<file path="src/rtl/rast_iter_pkg.sv">
// rast_iter_pkg: shared constants, types and step helper for the bbox sample iterator
package rast_iter_pkg;
    localparam int SIGFIG = 24;
    localparam int RADIX  = 10;
    localparam int VERTS  = 3;
    localparam int AXIS   = 3;
    localparam int COLORS = 3;

    typedef logic signed [SIGFIG-1:0] fix_t;
    typedef enum logic {WAIT, TEST} state_t;

    // one-hot MSAA code scaled so 1x lands on 1.0 and 64x on 0.125
    function automatic fix_t step_from_subsample(input logic [3:0] sub);
        return fix_t'({{(SIGFIG-4){1'b0}}, sub} << (RADIX - 3));
    endfunction
endpackage

</file>
<file path="src/rtl/bbox_sample_iter.sv">
// bbox_sample_iter: walks every subsample of a clipped bbox in raster order, holding upstream while busy
module bbox_sample_iter
    import rast_iter_pkg::*;
(
    input  logic                           clk,
    input  logic                           rst,
    input  fix_t [VERTS-1:0][AXIS-1:0]     tri_R13S,
    input  logic [COLORS-1:0][SIGFIG-1:0]  color_R13U,
    input  fix_t [1:0][1:0]                box_R13S,
    input  logic                           validTri_R13H,
    input  logic [3:0]                     subSample_RnnnnU,
    input  logic                           halt_RnnnnL,
    output logic                           haltUp_RnnnnL,
    output fix_t [VERTS-1:0][AXIS-1:0]     tri_R14S,
    output logic [COLORS-1:0][SIGFIG-1:0]  color_R14U,
    output fix_t [1:0]                     sample_R14S,
    output logic                           validSamp_R14H
);
    state_t          state, state_nxt;
    fix_t [1:0][1:0] box_q;
    fix_t            step_q;
    fix_t [1:0]      walk, samp_nxt;
    logic            accept, valid_nxt, row_end;

    assign haltUp_RnnnnL = halt_RnnnnL && (state == WAIT);

    always_comb begin
        row_end   = !(sample_R14S[0] < box_q[1][0]);
        walk[0]   = row_end ? box_q[0][0] : sample_R14S[0] + step_q;
        walk[1]   = row_end ? sample_R14S[1] + step_q : sample_R14S[1];
        accept    = (state == WAIT) && validTri_R13H;
        samp_nxt  = (state == TEST) ? walk : accept ? box_R13S[0] : sample_R14S;
        valid_nxt = (state == TEST) || validTri_R13H;
        state_nxt = (state == TEST) ? ((walk == box_q[1]) ? WAIT : TEST)
                  : (accept && box_R13S[0] != box_R13S[1]) ? TEST : WAIT;
    end

    always_ff @(posedge clk or negedge rst) begin
        if (!rst) begin
            state          <= WAIT;
            sample_R14S    <= '0;
            validSamp_R14H <= 1'b0;
            tri_R14S       <= '0;
            color_R14U     <= '0;
            box_q          <= '0;
            step_q         <= '0;
        end else if (halt_RnnnnL) begin
            state          <= state_nxt;
            sample_R14S    <= samp_nxt;
            validSamp_R14H <= valid_nxt;
            if (accept) begin
                tri_R14S   <= tri_R13S;
                color_R14U <= color_R13U;
                box_q      <= box_R13S;
                step_q     <= step_from_subsample(subSample_RnnnnU);
            end
        end
    end

    assert property (@(posedge clk) disable iff (!rst)
        (halt_RnnnnL && accept) |-> (box_R13S[0][0] <= box_R13S[1][0] && box_R13S[0][1] <= box_R13S[1][1]));
    assert property (@(posedge clk) disable iff (!rst)
        (halt_RnnnnL && accept) |-> $onehot(subSample_RnnnnU));
    assert property (@(posedge clk) disable iff (!rst)
        validSamp_R14H |-> (sample_R14S[0] >= box_q[0][0] && sample_R14S[0] <= box_q[1][0]
                         && sample_R14S[1] >= box_q[0][1] && sample_R14S[1] <= box_q[1][1]));
endmodule

</file>
<file path="config.mk">
export PLATFORM = sky130hd
export DESIGN_NAME = bbox_sample_iter
export DESIGN_NICKNAME = d
export VERILOG_FILES = /design/src/rtl/rast_iter_pkg.sv /design/src/rtl/bbox_sample_iter.sv
export SDC_FILE = /design/constraint.sdc
export NUM_CORES = 1
export LEC_CHECK = 0
export CORE_AREA = 2 2 280 282
export DETAILED_ROUTE_END_ITERATION = 12
export DIE_AREA = 0 0 282 284
export GPL_TIMING_DRIVEN = 0
export PLACE_DENSITY = 0.51
export REMOVE_ABC_BUFFERS = 1
export SLEW_MARGIN = 10
export SYNTH_ARGS = -nofsm -noshare
export SYNTH_HDL_FRONTEND = slang
export SYNTH_SLANG_ARGS = --single-unit
</file>
<file path="constraint.sdc">
create_clock -name clk -period 2.95 [get_ports clk]
set_input_delay 0.885 -clock clk [delete_from_list [all_inputs] [get_ports clk]]
set_output_delay 0.885 -clock clk [all_outputs]
set_load 0.005 [all_outputs]
</file>
Yosys cells after proc, flatten, opt, wreduce, memory -nomap -nowiden
Cells that the tools add are included.
{"block": "word_totals", "regBits": 414, "input_bits": 392, "out_inout_bits": 338}
{"block": "op_classes", "n_addsub": 2, "n_lt_le_gt_ge": 1, "n_eq_ne": 2, "muxes": 7, "n_bitwise": 1, "n_reduce_logical": 7}
{"cell": "$mux W48", "n": 2}
{"cell": "$add A24 B12 Y24", "n": 2}
{"cell": "$eq A48 B48 Y1", "n": 1}
{"cell": "$mux W24", "n": 2}
{"cell": "$ne A48 B48 Y1", "n": 1}
{"cell": "$lt A24 B24 Y1", "n": 1}
{"cell": "$reduce_and A2 Y1", "n": 2}
{"cell": "$logic_and A1 B1 Y1", "n": 3}
{"cell": "$mux W1", "n": 3}
{"cell": "$reduce_bool A2 Y1", "n": 1}
{"cell": "$logic_or A1 B1 Y1", "n": 1}
{"cell": "$not A1 Y1", "n": 1}

Depth between registers and ports, before layout
{"block": "depth", "depth_word": 5, "mapped_depth": 15, "depth_no_buf": 12}

Least setup slack after synthesis
No wires, ideal clock.
{"block": "synth_timing", "path_kind": "register to register", "startpoint": "register sample_R14S[7] (netlist name)", "endpoint": "register state", "setup_ps": 133, "t_arrival_ps": 2944, "required_time_ps": 2817, "setup_slack_ps": -128, "stages_incl_launch_ff": 13, "period_less_slack_ps": 3078, "cell_sequence": "dfrtp_1 > ha_1 > fa_1 > a21o_1 > a21oi_2 > nor2_1 > xnor2_1 > or4b_2 > nand4bb_1 > a2bb2oi_1 > nand4_1 > nor4_1 > a31oi_1"}
{"block": "synth_via", "elab_chain_len": 5, "word_cells_on_any_way": 7, "classes_between": "add/sub: 1; order compare: 1; eq/ne: 1; mux: 4"}
{"element": "from (decl)", "line": "bbox_sample_iter.sv:16", "source": "output fix_t [1:0] sample_R14S,"}
{"element": "from (signal assigned)", "line": "bbox_sample_iter.sv:49", "source": "sample_R14S <= samp_nxt;"}
{"element": "$add A24 B12 Y24 or $lt A24 B24 Y1 (tied branches)", "line": "bbox_sample_iter.sv:29, bbox_sample_iter.sv:28"}
{"element": "$mux W24 (on tied branches)", "line": "bbox_sample_iter.sv:29, bbox_sample_iter.sv:30"}
{"element": "$eq A48 B48 Y1 *", "line": "bbox_sample_iter.sv:34", "source": "state_nxt = (state == TEST) ? ((walk == box_q[1]) ? WAIT : TEST)"}
{"element": "$mux W1 * (2 in a row)", "line": "bbox_sample_iter.sv:34"}
{"element": "to (signal assigned)", "line": "bbox_sample_iter.sv:48", "source": "state <= state_nxt;"}
{"element": "to (decl)", "line": "bbox_sample_iter.sv:19", "source": "state_t state, state_nxt;"}
Every way passes the cells marked *; elsewhere a longest branch is shown, timed or not.
A chain may end at the register's enable or synchronous reset.

Final worst setup path
Same ends and word-level chain as after synthesis.

==> results.env <==
RUN_STATUS='complete, but fails checks'
VIOLATED_CHECKS='negative setup slack'
CP_TOP_DELAY_FAMILY='simple AND/OR/NAND/NOR gates'
GROUTE.USAGE.OVERALL_PCT=22.46
SYNTH-EDFF-COUNT=0
FINAL.PERIOD_UTILIZATION_PCT=116.1
POWER_FRAC_CLOCK_PCT=19.3
CP_MAX_FO=4
POST_ROUTE_CELLS_DRIVE_ABOVE_1_SHARE_PCT=30.62
P_SWITCHING_mW=13.53
MULTI_INPUT_COMB_AREA_SQ_UM=9852
END_KIND='flip-flop'
SLOWEST_DELAY_NS=0.56
CELLPOWERDENSITY_nW_PER_UM2=1120
ROUTED_WIRELENGTH_MM=92.67
AREAGROWTHSYNTHTOFINISH_PCT=64.27
VIAS_IN_THE_FIRST_GLOBAL_ROUTE=17360
TRITONCTS_NUM_SINKS=414
TIMING.REG2REG.WORST_PATH_DEPTH=13
PATH_CLK_SLEW_NS=0.06
YOSYS.CELL_TYPES.COUNT=78
YOSYS_WARNINGS=0
WORST_R2R_STARTPOINT='sample_R14S[7]'
YS_TOP_CELLS_BY_COUNT='414 x sky130_fd_sc_hd__dfrtp_1, 373 x sky130_fd_sc_hd__mux2_2, 78 x sky130_fd_sc_hd__xnor2_1'
FMAX_GHz=0.2920
REG2REG_SLACK_NS=-0.47
CRIT-REG2REG-CAPTURE='state'
POST_SYN_INSTANCES=1568
DETAIL-ROUTE-ANTENNA-NETS=0
CLOCK_TREE_FROM_TRITONCTS='yes'
INITIAL_ANTENNA_VIOLATION_COUNT=29
WORSTSETUPPATHDEPTH=13
SETUP_VIOL=10
VIAS_PER_CELL=4.851
CTS-ROOT-BUF='sky130_fd_sc_hd__clkbuf_16'
CP.REQUIRED_NS=3.43
SYNTHTOPCELLSBYAREA='sky130_fd_sc_hd__dfrtp_1 53%, sky130_fd_sc_hd__mux2_2 21%, sky130_fd_sc_hd__xnor2_1 3.5%'
TYPE_OF_THE_MOST_CRITICAL_HOLD_PATH='primary input to async pin'
SYNTHMOSTINSTANTIATEDCELL='sky130_fd_sc_hd__dfrtp_1'
YOSYS_REGISTER_BITS=414
VDD_IR_DROP_MAX_V=0.0006000
WORSTPATHARRIVAL_NS=3.91
DPL_CELL_AREA_SQ_UM=28260
POSTSYNTHAREAPERCELL_SQ_UM=12.47
DESIGN.FINAL.NETS=2795
DETAILEDROUTE.FIRSTITERATIONVIOLATIONS=1024
P_INT_mW=22.45
START_UTIL_PCT=25.41
SEQ_AREA_FRAC_SYNTH_PCT=52.97
SYNTH_TOP_CELL_AREA_SHARE_PCT=52.97
SYNTH_LARGEST_AREA_CELL='sky130_fd_sc_hd__dfrtp_1'
POSTSYNTH.ASYNCRESETSHARE_PCT=100.0
MAX_CAP_VIOLATIONS=0
DIE_AREA_SQ_UM=80090
YOSYS_MOST_USED_DFF='sky130_fd_sc_hd__dfrtp_1'
GLOBALPLACE.CONGESTION=0.9324
HOLD_VIOL_FINAL=0
GRT_FIRST_PASS_WIRELENGTH_MM=129.3
LAYOUT_MIN_CYCLE_TIME_NS=3.425
WORST_TRAN_PIN_VALUE_NS=1.247
GRT_START_MAX_NET_PINS=90
CORE_REGION_AREA_SQ_UM=76960
TIMING.FINAL.WS_SETUP_NS=-0.4749
SWITCHING_SHARE_PCT=37.60
STD_CELL_ROWS=102
RSZ0062_AT_GRT='true'
COMB_POWER_SHARE_PCT=52.1
CRITPATHKIND='flip-flop to flip-flop'
SKEW_NS=0.01564
CLKLATENCYLATEPIN_NS=0.61
CRITICAL_PATH_BUF_INV_COUNT=1
IO_PINS=730
WORST_SETUP_PATH_STARTPOINT='sample_R14S[7]'
FILLCELLCOUNT=7247
LAYOUT.AREA.SEQ_SQ_UM=10400
FLOORPLAN.DIE.HEIGHT_MICRONS=284
CPMAXSTAGEDELAYCELL='sky130_fd_sc_hd__or4_4'
SLEW_VIOL_FINAL=0
ROUTE.DETAILED.DRC=0
CRITICAL_PATH.ENDPOINT='state'
TOTALPOWERFINAL_mW=35.98
GRT_OVERFLOW=0
CTS_BUFFER_DEPTH=3
CRIT_CHAIN='ha_4 > fa_2 > a21o_1 > a21oi_4 > buf_12 > xor2_4 > a2bb2oi_2 > a31oi_1 > nor3_2 > o21ai_1 > or4_4 > nor4_4 > a31oi_1'
DIE_W_MICRONS=282
P_LEAK_nW=13.11
P_SEQ_SHARE_PCT=28.6
WL_PER_CELL_MICRONS=26.83
PORTBUFFERS=729
TIMING.HOLD.WS_NS=0.1496
LAYOUT.CELL_AREA.NON_FILLER_SQ_UM=32130
CRITICAL_PATH.STARTPOINT_TYPE='flip-flop'
DRTPASS1ITERATIONS=5
TRITONCTS_BUFFER_COUNT=52
WORST_PATH_MOST_REPEATED_CELL='sky130_fd_sc_hd__a31oi_1'
CTS_H_TREE_DEPTH=2
SYNTH_AREA_SQ_UM=19560
DETAILED_PLACE_HPWL_MM=71.47
DR_TOTAL_VIAS=16760
SLEW_MARGIN_REL_PCT=16.87
[layout by cell type (no fill, tap or decap), types with 11 or more instances in the layout]
cell type                         synthesis  final
sky130_fd_sc_hd__inv_1                   44     36
sky130_fd_sc_hd__o22ai_1                 26     23
sky130_fd_sc_hd__dfrtp_2                  0     28
sky130_fd_sc_hd__nand4_1                 19     19
sky130_fd_sc_hd__ha_4                     0     13
sky130_fd_sc_hd__xnor2_1                 78     47
sky130_fd_sc_hd__dfrtp_1                414    385
sky130_fd_sc_hd__xnor2_2                  0     24
sky130_fd_sc_hd__buf_6                    2     13
sky130_fd_sc_hd__o21ai_1                  3     23
sky130_fd_sc_hd__buf_4                    3     56
sky130_fd_sc_hd__mux2_2                 373    372
sky130_fd_sc_hd__nor3_1                  17     14
sky130_fd_sc_hd__nand2_1                 76     67
sky130_fd_sc_hd__a31oi_1                 15     14
sky130_fd_sc_hd__xor2_1                  26     24
sky130_fd_sc_hd__clkbuf_16                0     54
sky130_fd_sc_hd__o21ai_0                 56     29
sky130_fd_sc_hd__clkdlybuf4s50_1          0    714
sky130_fd_sc_hd__a21oi_1                 47     41
sky130_fd_sc_hd__ha_1                    31     16
sky130_fd_sc_hd__buf_16                   0     14
sky130_fd_sc_hd__buf_12                   0     11
sky130_fd_sc_hd__mux2i_1                 12     11
sky130_fd_sc_hd__nor2_1                  53     47
sky130_fd_sc_hd__and3_1                  14     12
[per-stage QoR]
stage | worst slack (ns) | utilization [%] | std cells | TNS [ns]
2_1_floorplan | -8.180 | - | 1486 | -2954.46
3_3_place_gp | -18.84 | 36.15 | 3255 | -
3_5_place_dp | -1.805 | 36.72 | 3271 | -307.78
4_1_cts | -0.3648 | 40.99 | 3431 | -0.4408
5_1_grt | -0.5577 | 41.73 | 3450 | -4.038
6_report | -0.4749 | 41.75 | 3454 | -0.7754
[kinds of logic after synthesis]
| family | count (synthesis) | share of synthesized area, % |
|---|---|---|
| buffers and inverters | 127 | 2.585 |
| flip-flops | 414 | 52.97 |
| multiplexers | 385 | 22.09 |
| XOR/XNOR | 104 | 4.657 |
| AND/OR/NAND/NOR | 254 | 6.730 |
| adder cells (fa/ha/maj) | 34 | 2.239 |
| AO/OA/AOI/OAI | 250 | 8.727 |
[layer usage]
layer	wire length, microns	track usage [%]	vias up	share of wire (%)
met2	48510	41.09	692	52
met4	3403	6.702	44	3.7
met3	7366	6.759	198	7.9
met5	277	0	-	0.30
li1	-	-	7307	-
met1	33110	24.69	8515	36
[worst reg2reg max path: cells and delay by family (launching register included)]
kind,cells,cell delay (ns)
xor+xnor,1,0.09
flops,1,0.46
simple gates,3,1.10
buf+inv,1,0.14
compound gates,6,0.95
fa+ha+maj,2,0.55
[how the worst min path moves through the flow]
stage,endpoint,from,slack [ns],cells after the start
after global routing,tri_R14S[89],rst,0.16,1
after CTS,sample_R14S[9],rst,0.15,1
after detailed placement,color_R14U[52],color_R14U[52],0.49,1
after floorplan,box_q[14],box_q[14],0.45,2
final,tri_R14S[89],rst,0.15,1
after global placement,box_q[14],box_q[14],0.47,2
[what timing repair did]
action	CTS	global route
hold endpoints to repair	0	0
pin swaps	57	56
setup buffers	65	18
cloned	1	3
setup endpoints to repair	190	56
hold buffers	0	0
resized for setup	175	104
[state kept, by name (all words and copies together) (netlist names)]
signal          count
state               1
box_q              72
sample_R14S        48
step_q              4
tri_R14S          216
validSamp_R14H      1
color_R14U         72
[final cells by class]
type                    count  area share (%)
flip-flops and latches    414           32.37
multi-input cells        1029           30.67
repair buffers            828           26.61
clock buffers              72           4.631
well taps                1040           4.050
clock inverters            22           1.106
inverters                  45          0.5374
diodes                      4         0.03116
[power by group through the flow]
stage	registers (mW)	clock network, mW	logic (mW)
floorplan	10.0	0	6.73
global placement	10.4	0	15.3
detailed placement	10.4	0	15.2
CTS	10.2	7.16	17.6
global route	10.6	7.37	19.7
finish	10.3	6.95	18.7
Power figures use the tool's default switching activity.
